<file path="src/rtl/wrr_burst_arbiter_if.sv">
// Request/grant bundle between PORTNUM requesters, the weighted arbiter and
// the downstream resource that reports accepted beats.
interface wrr_burst_arbiter_if #(
    parameter int PORTNUM  = 16,
    parameter int WEIGHT_W = 4,
    parameter int IDX_W    = $clog2(PORTNUM)
);
    logic [PORTNUM-1:0]          req;
    logic [PORTNUM*WEIGHT_W-1:0] weight;
    logic                        schedule_en;
    logic                        beat;
    logic [PORTNUM-1:0]          gnt;
    logic [IDX_W-1:0]            gnt_idx;
    logic                        gnt_vld;

    modport slave (
        input  req,
        input  weight,
        input  schedule_en,
        input  beat,
        output gnt,
        output gnt_idx,
        output gnt_vld
    );

    modport master (
        output req,
        output weight,
        output schedule_en,
        output beat,
        input  gnt,
        input  gnt_idx,
        input  gnt_vld
    );
endinterface

</file>
<file path="src/rtl/wrr_burst_arbiter.sv">
// Weighted round-robin arbiter: registered one-hot grant held for up to the
// winner's weight in accepted beats, with back-to-back re-arbitration on release.
//
//   state | meaning
//   IDLE  | no holder; gnt=0, arbitrate whenever schedule_en is set
//   HOLD  | gnt_idx owns the resource; cnt counts remaining credits down
module wrr_burst_arbiter #(
    parameter int PORTNUM  = 16,
    parameter int WEIGHT_W = 4,
    parameter int IDX_W    = $clog2(PORTNUM)
) (
    input logic               clk,
    input logic               rst_n,
    wrr_burst_arbiter_if.slave bus
);

    typedef enum logic {
        IDLE = 1'b0,
        HOLD = 1'b1
    } state_t;

    localparam logic [IDX_W-1:0]    LAST_IDX = IDX_W'(PORTNUM - 1);
    localparam logic [WEIGHT_W-1:0] ONE_CNT  = WEIGHT_W'(1);

    state_t              state_q, state_d;
    logic [PORTNUM-1:0]  gnt_q, gnt_d;
    logic [IDX_W-1:0]    gnt_idx_q, gnt_idx_d;
    logic [IDX_W-1:0]    ptr_q, ptr_d;
    logic [WEIGHT_W-1:0] cnt_q, cnt_d;

    logic                hi_vld, lo_vld;
    logic [IDX_W-1:0]    hi_idx, lo_idx;
    logic                win_vld;
    logic [IDX_W-1:0]    win_idx;
    logic [WEIGHT_W-1:0] win_weight;
    logic                holder_req;
    logic                rel;
    logic                arb;

    // Two downward scans leave the lowest set bit at or above ptr (hi) and the
    // lowest set bit overall (lo, used on wrap-around).
    always_comb begin
        hi_vld = 1'b0;
        hi_idx = '0;
        lo_vld = 1'b0;
        lo_idx = '0;
        for (int i = PORTNUM - 1; i >= 0; i--) begin
            if (bus.req[i]) begin
                lo_vld = 1'b1;
                lo_idx = IDX_W'(i);
                if (IDX_W'(i) >= ptr_q) begin
                    hi_vld = 1'b1;
                    hi_idx = IDX_W'(i);
                end
            end
        end
    end

    assign win_vld = lo_vld;
    assign win_idx = hi_vld ? hi_idx : lo_idx;

    always_comb begin
        win_weight = '0;
        holder_req = 1'b0;
        for (int i = 0; i < PORTNUM; i++) begin
            if (win_idx == IDX_W'(i)) begin
                win_weight = bus.weight[i*WEIGHT_W +: WEIGHT_W];
            end
            if (gnt_idx_q == IDX_W'(i)) begin
                holder_req = bus.req[i];
            end
        end
    end

    assign rel = (state_q == HOLD) && ((bus.beat && (cnt_q == ONE_CNT)) || !holder_req);
    assign arb = bus.schedule_en && ((state_q == IDLE) || rel);

    always_comb begin
        state_d   = state_q;
        gnt_d     = gnt_q;
        gnt_idx_d = gnt_idx_q;
        ptr_d     = ptr_q;
        cnt_d     = cnt_q;

        if ((state_q == HOLD) && bus.beat && (cnt_q > ONE_CNT)) begin
            cnt_d = cnt_q - ONE_CNT;
        end

        if (arb && win_vld) begin
            state_d          = HOLD;
            gnt_d            = '0;
            gnt_d[win_idx]   = 1'b1;
            gnt_idx_d        = win_idx;
            // A zero weight still buys one beat so the port cannot be starved.
            cnt_d            = (win_weight == '0) ? ONE_CNT : win_weight;
            ptr_d            = (win_idx == LAST_IDX) ? '0 : win_idx + IDX_W'(1);
        end else if (rel) begin
            state_d   = IDLE;
            gnt_d     = '0;
            gnt_idx_d = '0;
            cnt_d     = '0;
        end
    end

    always_ff @(posedge clk or negedge rst_n) begin
        if (!rst_n) begin
            state_q   <= IDLE;
            gnt_q     <= '0;
            gnt_idx_q <= '0;
            ptr_q     <= '0;
            cnt_q     <= '0;
        end else begin
            state_q   <= state_d;
            gnt_q     <= gnt_d;
            gnt_idx_q <= gnt_idx_d;
            ptr_q     <= ptr_d;
            cnt_q     <= cnt_d;
        end
    end

    assign bus.gnt     = gnt_q;
    assign bus.gnt_idx = gnt_idx_q;
    assign bus.gnt_vld = (state_q == HOLD);

endmodule

</file>
<file path="src/flat_wrapper.sv">
// flat-port wrapper written by rule: the top's interface ports become plain ports
module wrr_burst_arbiter_flat 
#(
    parameter int PORTNUM  = 16,
    parameter int WEIGHT_W = 4,
    parameter int IDX_W    = $clog2(PORTNUM)
)
  (clk, rst_n, bus_req, bus_weight, bus_schedule_en, bus_beat, bus_gnt, bus_gnt_idx, bus_gnt_vld);
  wrr_burst_arbiter_if #(.PORTNUM(PORTNUM), .WEIGHT_W(WEIGHT_W), .IDX_W(IDX_W)) bus_i ();
  input logic clk;
  input logic rst_n;
  input wire logic [$bits(bus_i.req)-1:0] bus_req;
  input wire logic [$bits(bus_i.weight)-1:0] bus_weight;
  input wire logic [$bits(bus_i.schedule_en)-1:0] bus_schedule_en;
  input wire logic [$bits(bus_i.beat)-1:0] bus_beat;
  output wire logic [$bits(bus_i.gnt)-1:0] bus_gnt;
  output wire logic [$bits(bus_i.gnt_idx)-1:0] bus_gnt_idx;
  output wire logic [$bits(bus_i.gnt_vld)-1:0] bus_gnt_vld;
  assign bus_i.req = bus_req;
  assign bus_i.weight = bus_weight;
  assign bus_i.schedule_en = bus_schedule_en;
  assign bus_i.beat = bus_beat;
  assign bus_gnt = bus_i.gnt;
  assign bus_gnt_idx = bus_i.gnt_idx;
  assign bus_gnt_vld = bus_i.gnt_vld;
  wrr_burst_arbiter #(.PORTNUM(PORTNUM), .WEIGHT_W(WEIGHT_W), .IDX_W(IDX_W)) u_core (.clk(clk), .rst_n(rst_n), .bus(bus_i));
endmodule
</file>
<file path="config.mk">
export PLATFORM = sky130hd
export DESIGN_NAME = wrr_burst_arbiter_flat
export DESIGN_NICKNAME = d
export VERILOG_FILES = /design/src/rtl/wrr_burst_arbiter_if.sv /design/src/rtl/wrr_burst_arbiter.sv /design/src/flat_wrapper.sv
export SDC_FILE = /design/constraint.sdc
export NUM_CORES = 1
export LEC_CHECK = 0
export BUFFER_PORTS_ARGS = -buffer_cell sky130_fd_sc_hd__buf_4
export CORE_ASPECT_RATIO = 1.5
export CORE_MARGIN = 2
export CORE_UTILIZATION = 40
export DETAILED_ROUTE_END_ITERATION = 8
export PLACE_DENSITY_LB_ADDON = 0.08
export SLEW_MARGIN = 20
export SYNTH_ARGS = -nofsm -noshare
export SYNTH_HDL_FRONTEND = slang
export SYNTH_SLANG_ARGS = --single-unit
</file>
<file path="constraint.sdc">
create_clock -name clk -period 7.4 [get_ports clk]
set_clock_uncertainty 0.05 [all_clocks]
set_input_delay 1.11 -clock clk [delete_from_list [all_inputs] [get_ports clk]]
set_output_delay 1.11 -clock clk [all_outputs]
set_load 0.005 [all_outputs]
</file>
==> summary.md <==
| Metric | Value |
|---|---|
| Root buffer cell | `clkbuf_16` |
| Syn. warnings | `0` |
| Met1 Track Usage GR | `0.271` |
| Post-CTS Resized | `0` |
| Synth area leaders | `dfrtp_1, nand2_1, o21ai_0, a21oi_1, nand3_1` |
| Post-synthesis cell count | `approximately 420` |
| Total Power | `roughly 1.8 mW` |
| Sum of negative setup slack | `0 ns` |
| Main combinational cell family by area after synthesis | `compound AO/OA/AOI/OAI gates` |
| Pwr dens | `about 440 nW/um^2` |
| Finished layout cell area | `3960 um^2` |
| CTS max path bufs | `2` |
| GRT met2 Usage | `0.441` |
| Min-delay src | `u_core.bus.gnt[10]` |
| Gpl congestion | `around 0.94` |
| CP bufs+invs | `2` |
| CP required | `7.53 ns` |
| Final ANT Viol Nets | `0` |
| Final core utilization | `0.523` |
| M3 GR Usage | `0.0452` |
| Reg2Reg Setup Slack | `roughly 2.6 ns` |
| Leakage | `roughly 1.7 nW` |
| Layout area overhead | `28.3%` |
| Final Cycle Share | `0.675` |
| Tightest Hold Check Type | `reg -> reg` |
| Adder-cell share of the synthesized area | `0.0244` |
| CP delay by family, top | `compound AO/OA/AOI/OAI gates` |
| CP max FO | `18` |
| Total track usage | `0.246` |
| Synth top cells by count | `nand2_1, o21ai_0, nor2_1` |
| Seq cells post-synth | `29` |
| Setup violators final | `0` |
| Vias in the first global route | `around 3300` |
| Worst-path clk slew | `approximately 0.05 ns` |
| Initial antenna violation count | `0` |
| Hold depth | `2` |
| Reg2Reg Depth | `14` |
| Largest stage delay, worst path | `slightly above 0.7 ns` |
| Async SR Flop Fraction | `1.00` |
| Busiest metal layer after global routing | `met2` |
| Mean Syn Cell Area | `7.27 um^2` |
| IO Count | `105` |
| Initial Utilization | `0.408` |
| Synth unique cells | `69` |
| Port bufs | `~100` |
| Area fraction in compound gates after synthesis | `0.321` |
| Final hold viol count | `0` |
| Vert. Die Dim | `between 100 and 150 um` |
| FF-to-FF End | `u_core.cnt_q[0]` |
| Area leader, netlist | `dfrtp_1` |
| Multiplexer area fraction after synthesis | `0.0540` |
| Pre-antenna DRT Iters | `5` |
| Worst Hold Path EP | `u_core.bus.gnt[10]` |
| Via count | `between 3000 and 4000` |
| Setup crit start kind | `input port` |
| Via density | `roughly 5.7` |
| CTS Hold Bufs | `0` |
| Simple-gate share of the synthesized area | `0.261` |
| Post-synth EDFFs | `0` |
| Antenna Cells | `0` |
| Avg WL per Cell | `between 15 and 20 um` |
| Critical-path top delay cell | `ha_1` |
| Main synth FF type | `dfrtp_1` |
| DRT Wirelength | `around 10 mm` |
| Pin count of the biggest net entering global routing | `35` |
| Sequential share of the synthesized area | `0.235` |
| Post-route minimum period | `5.00 ns` |
| Crit Path Category | `in -> reg` |
| Fraction of layout cells with a size suffix above 1 | `0.261` |
| RSZ-0062 raised after global routing | `no` |
| Full die area | `between 8000 and 9000 um^2` |
| Post-Synth XOR/XNOR Area | `0.0114` |
| Worst Max-Slew Pin Slew | `roughly 0.9 ns` |
| Maximum vdd drop | `between 0.2 and 0.25 mV` |
| Die W | `roughly 76 um` |
| Clock Sinks | `29` |
| Max-slew violation count | `0` |
| Worst skew pair latency | `0.28 ns` |
| Slew Limit Headroom | `0.393` |
| H-tree Lvls | `2` |
| DP Area | `approximately 3800 um^2` |
| Sequential cell area | `726 um^2` |
| Worst Path Arrival | `approximately 5.1 ns` |
| Core area | `7560 um^2` |
| Count leader, synth | `nand2_1` |
| GR Overflow Total | `0` |
| Hpwl dp | `between 7 and 8 mm` |
| Synthesized net count | `514` |
| Max_cap viols | `0` |
| TritonCTS buffer count | `5` |
| CTS tree | `done` |
| Filler cells | `about 770` |
| Maximum clock rate | `between 200 and 250 MHz` |
| Final net count | `a little under 600` |
| Synth Cell Area | `3080 um^2` |
| Critical-path cell list | `buf_4 > a21boi_0 > o21ai_0 > nand4_2 > nor2_1 > a221oi_1 > a211oi_1 > ha_1 > inv_1 > o221ai_1 > a22oi_1 > a31oi_4 > o211ai_1 > a32o_1 > o31ai_1` |
| Post-CTS Setup Inserts | `0` |
| Cell Rows | `39` |
| First-pass GRT wire length | `between 15 and 20 mm` |
| Status | `finished clean` |
| Reg-to-Reg Start | `u_core.ptr_q[1]` |
| Footprint of the multi-input gates | `~2100 um^2` |
| Yosys top cell area share | `0.235` |
| DRC Markers | `0` |
| Number of DRC markers in iteration 0 | `between 150 and 200` |
| Critical Path End Type | `register` |
## power breakdown
part / switching [mW] / leakage, nW / internal [mW]
sequential: 0.103 / 0.383 / 0.216
combinational: 0.723 / 1.27 / 0.475
clock: 0.0665 / 0.0841 / 0.168
## area by class of cell
cell class / instances / share of cell area
multi-input cells: 343 / 0.524
flip-flops and latches: 29 / 0.183
clock buffers: 7 / 0.0361
inverters: 14 / 0.0133
well taps: 102 / 0.0323
repair buffers: 107 / 0.203
clock inverters: 1 / 0.00759
## worst reg2reg max path, cell delays in order (launching register included)
cell and delay, ns:
dfrtp_1 0.70, nand2_1 0.24, o311ai_2 0.35, nand4_2 0.23, nor2_1 0.22, a221oi_1 0.09, a211oi_1 0.47, ha_1 0.72
inv_1 0.48, o221ai_1 0.20, a22oi_1 0.13, a31oi_4 0.22, o211ai_1 0.12, a32o_1 0.27, o31ai_1 0.24
## layer usage
layer / routed length (um) / up-vias
met3: 500 / 27
met5: 0 / -
li1: - / 1697
met1: 3840 / 1595
met2: 5530 / 121
met4: 397 / 0
## logic make-up after synthesis
kind of cell    count (synthesis)
simple gates                  174
compound gates                148
buf+inv                        52
flops                          29
mux                            11
fa+ha+maj                       6
xor+xnor                        4
## registers in the layout, summed over array words and instances (netlist names)
register            count
u_core.bus.gnt         16
u_core.bus.gnt_idx      4
u_core.bus.gnt_vld      1
u_core.cnt_q            4
u_core.ptr_q            4
## how the worst max path moves through the flow
stage / from / slack (ns) / to / depth (start not counted)
global placement: bus_req[8] / 2.22 / u_core.cnt_q[0] / 15
global route: bus_req[8] / 1.97 / u_core.cnt_q[0] / 15
floorplan: bus_req[11] / 3.07 / u_core.cnt_q[0] / 16
detailed placement: bus_req[8] / 2.13 / u_core.cnt_q[0] / 15
CTS: bus_req[8] / 2.41 / u_core.cnt_q[0] / 15
finish: bus_req[8] / 2.40 / u_core.cnt_q[0] / 15
## layout by cell type (no fill, tap or decap), drive strengths merged, types with 6 or more instances in the layout
cell type / n
buf: 107
nand2: 71
o21ai: 52
nor2: 33
a21oi: 32
dfrtp: 29
nand3: 26
inv: 14
nor3: 9
o211ai: 7
clkbuf: 7
nor2b: 6
ha: 6
## per-stage QoR
step / hold slack (ns) / instances / setup slack (ns)
6_report: 0.462 / 603 / 2.40
4_1_cts: 0.461 / 603 / 2.41
3_3_place_gp: 0.434 / 595 / 2.22
2_1_floorplan: 0.439 / 424 / 3.07
3_5_place_dp: 0.446 / 595 / 2.13
5_1_grt: 0.487 / 603 / 1.97
Note: power is estimated with default switching activity, not from simulation.
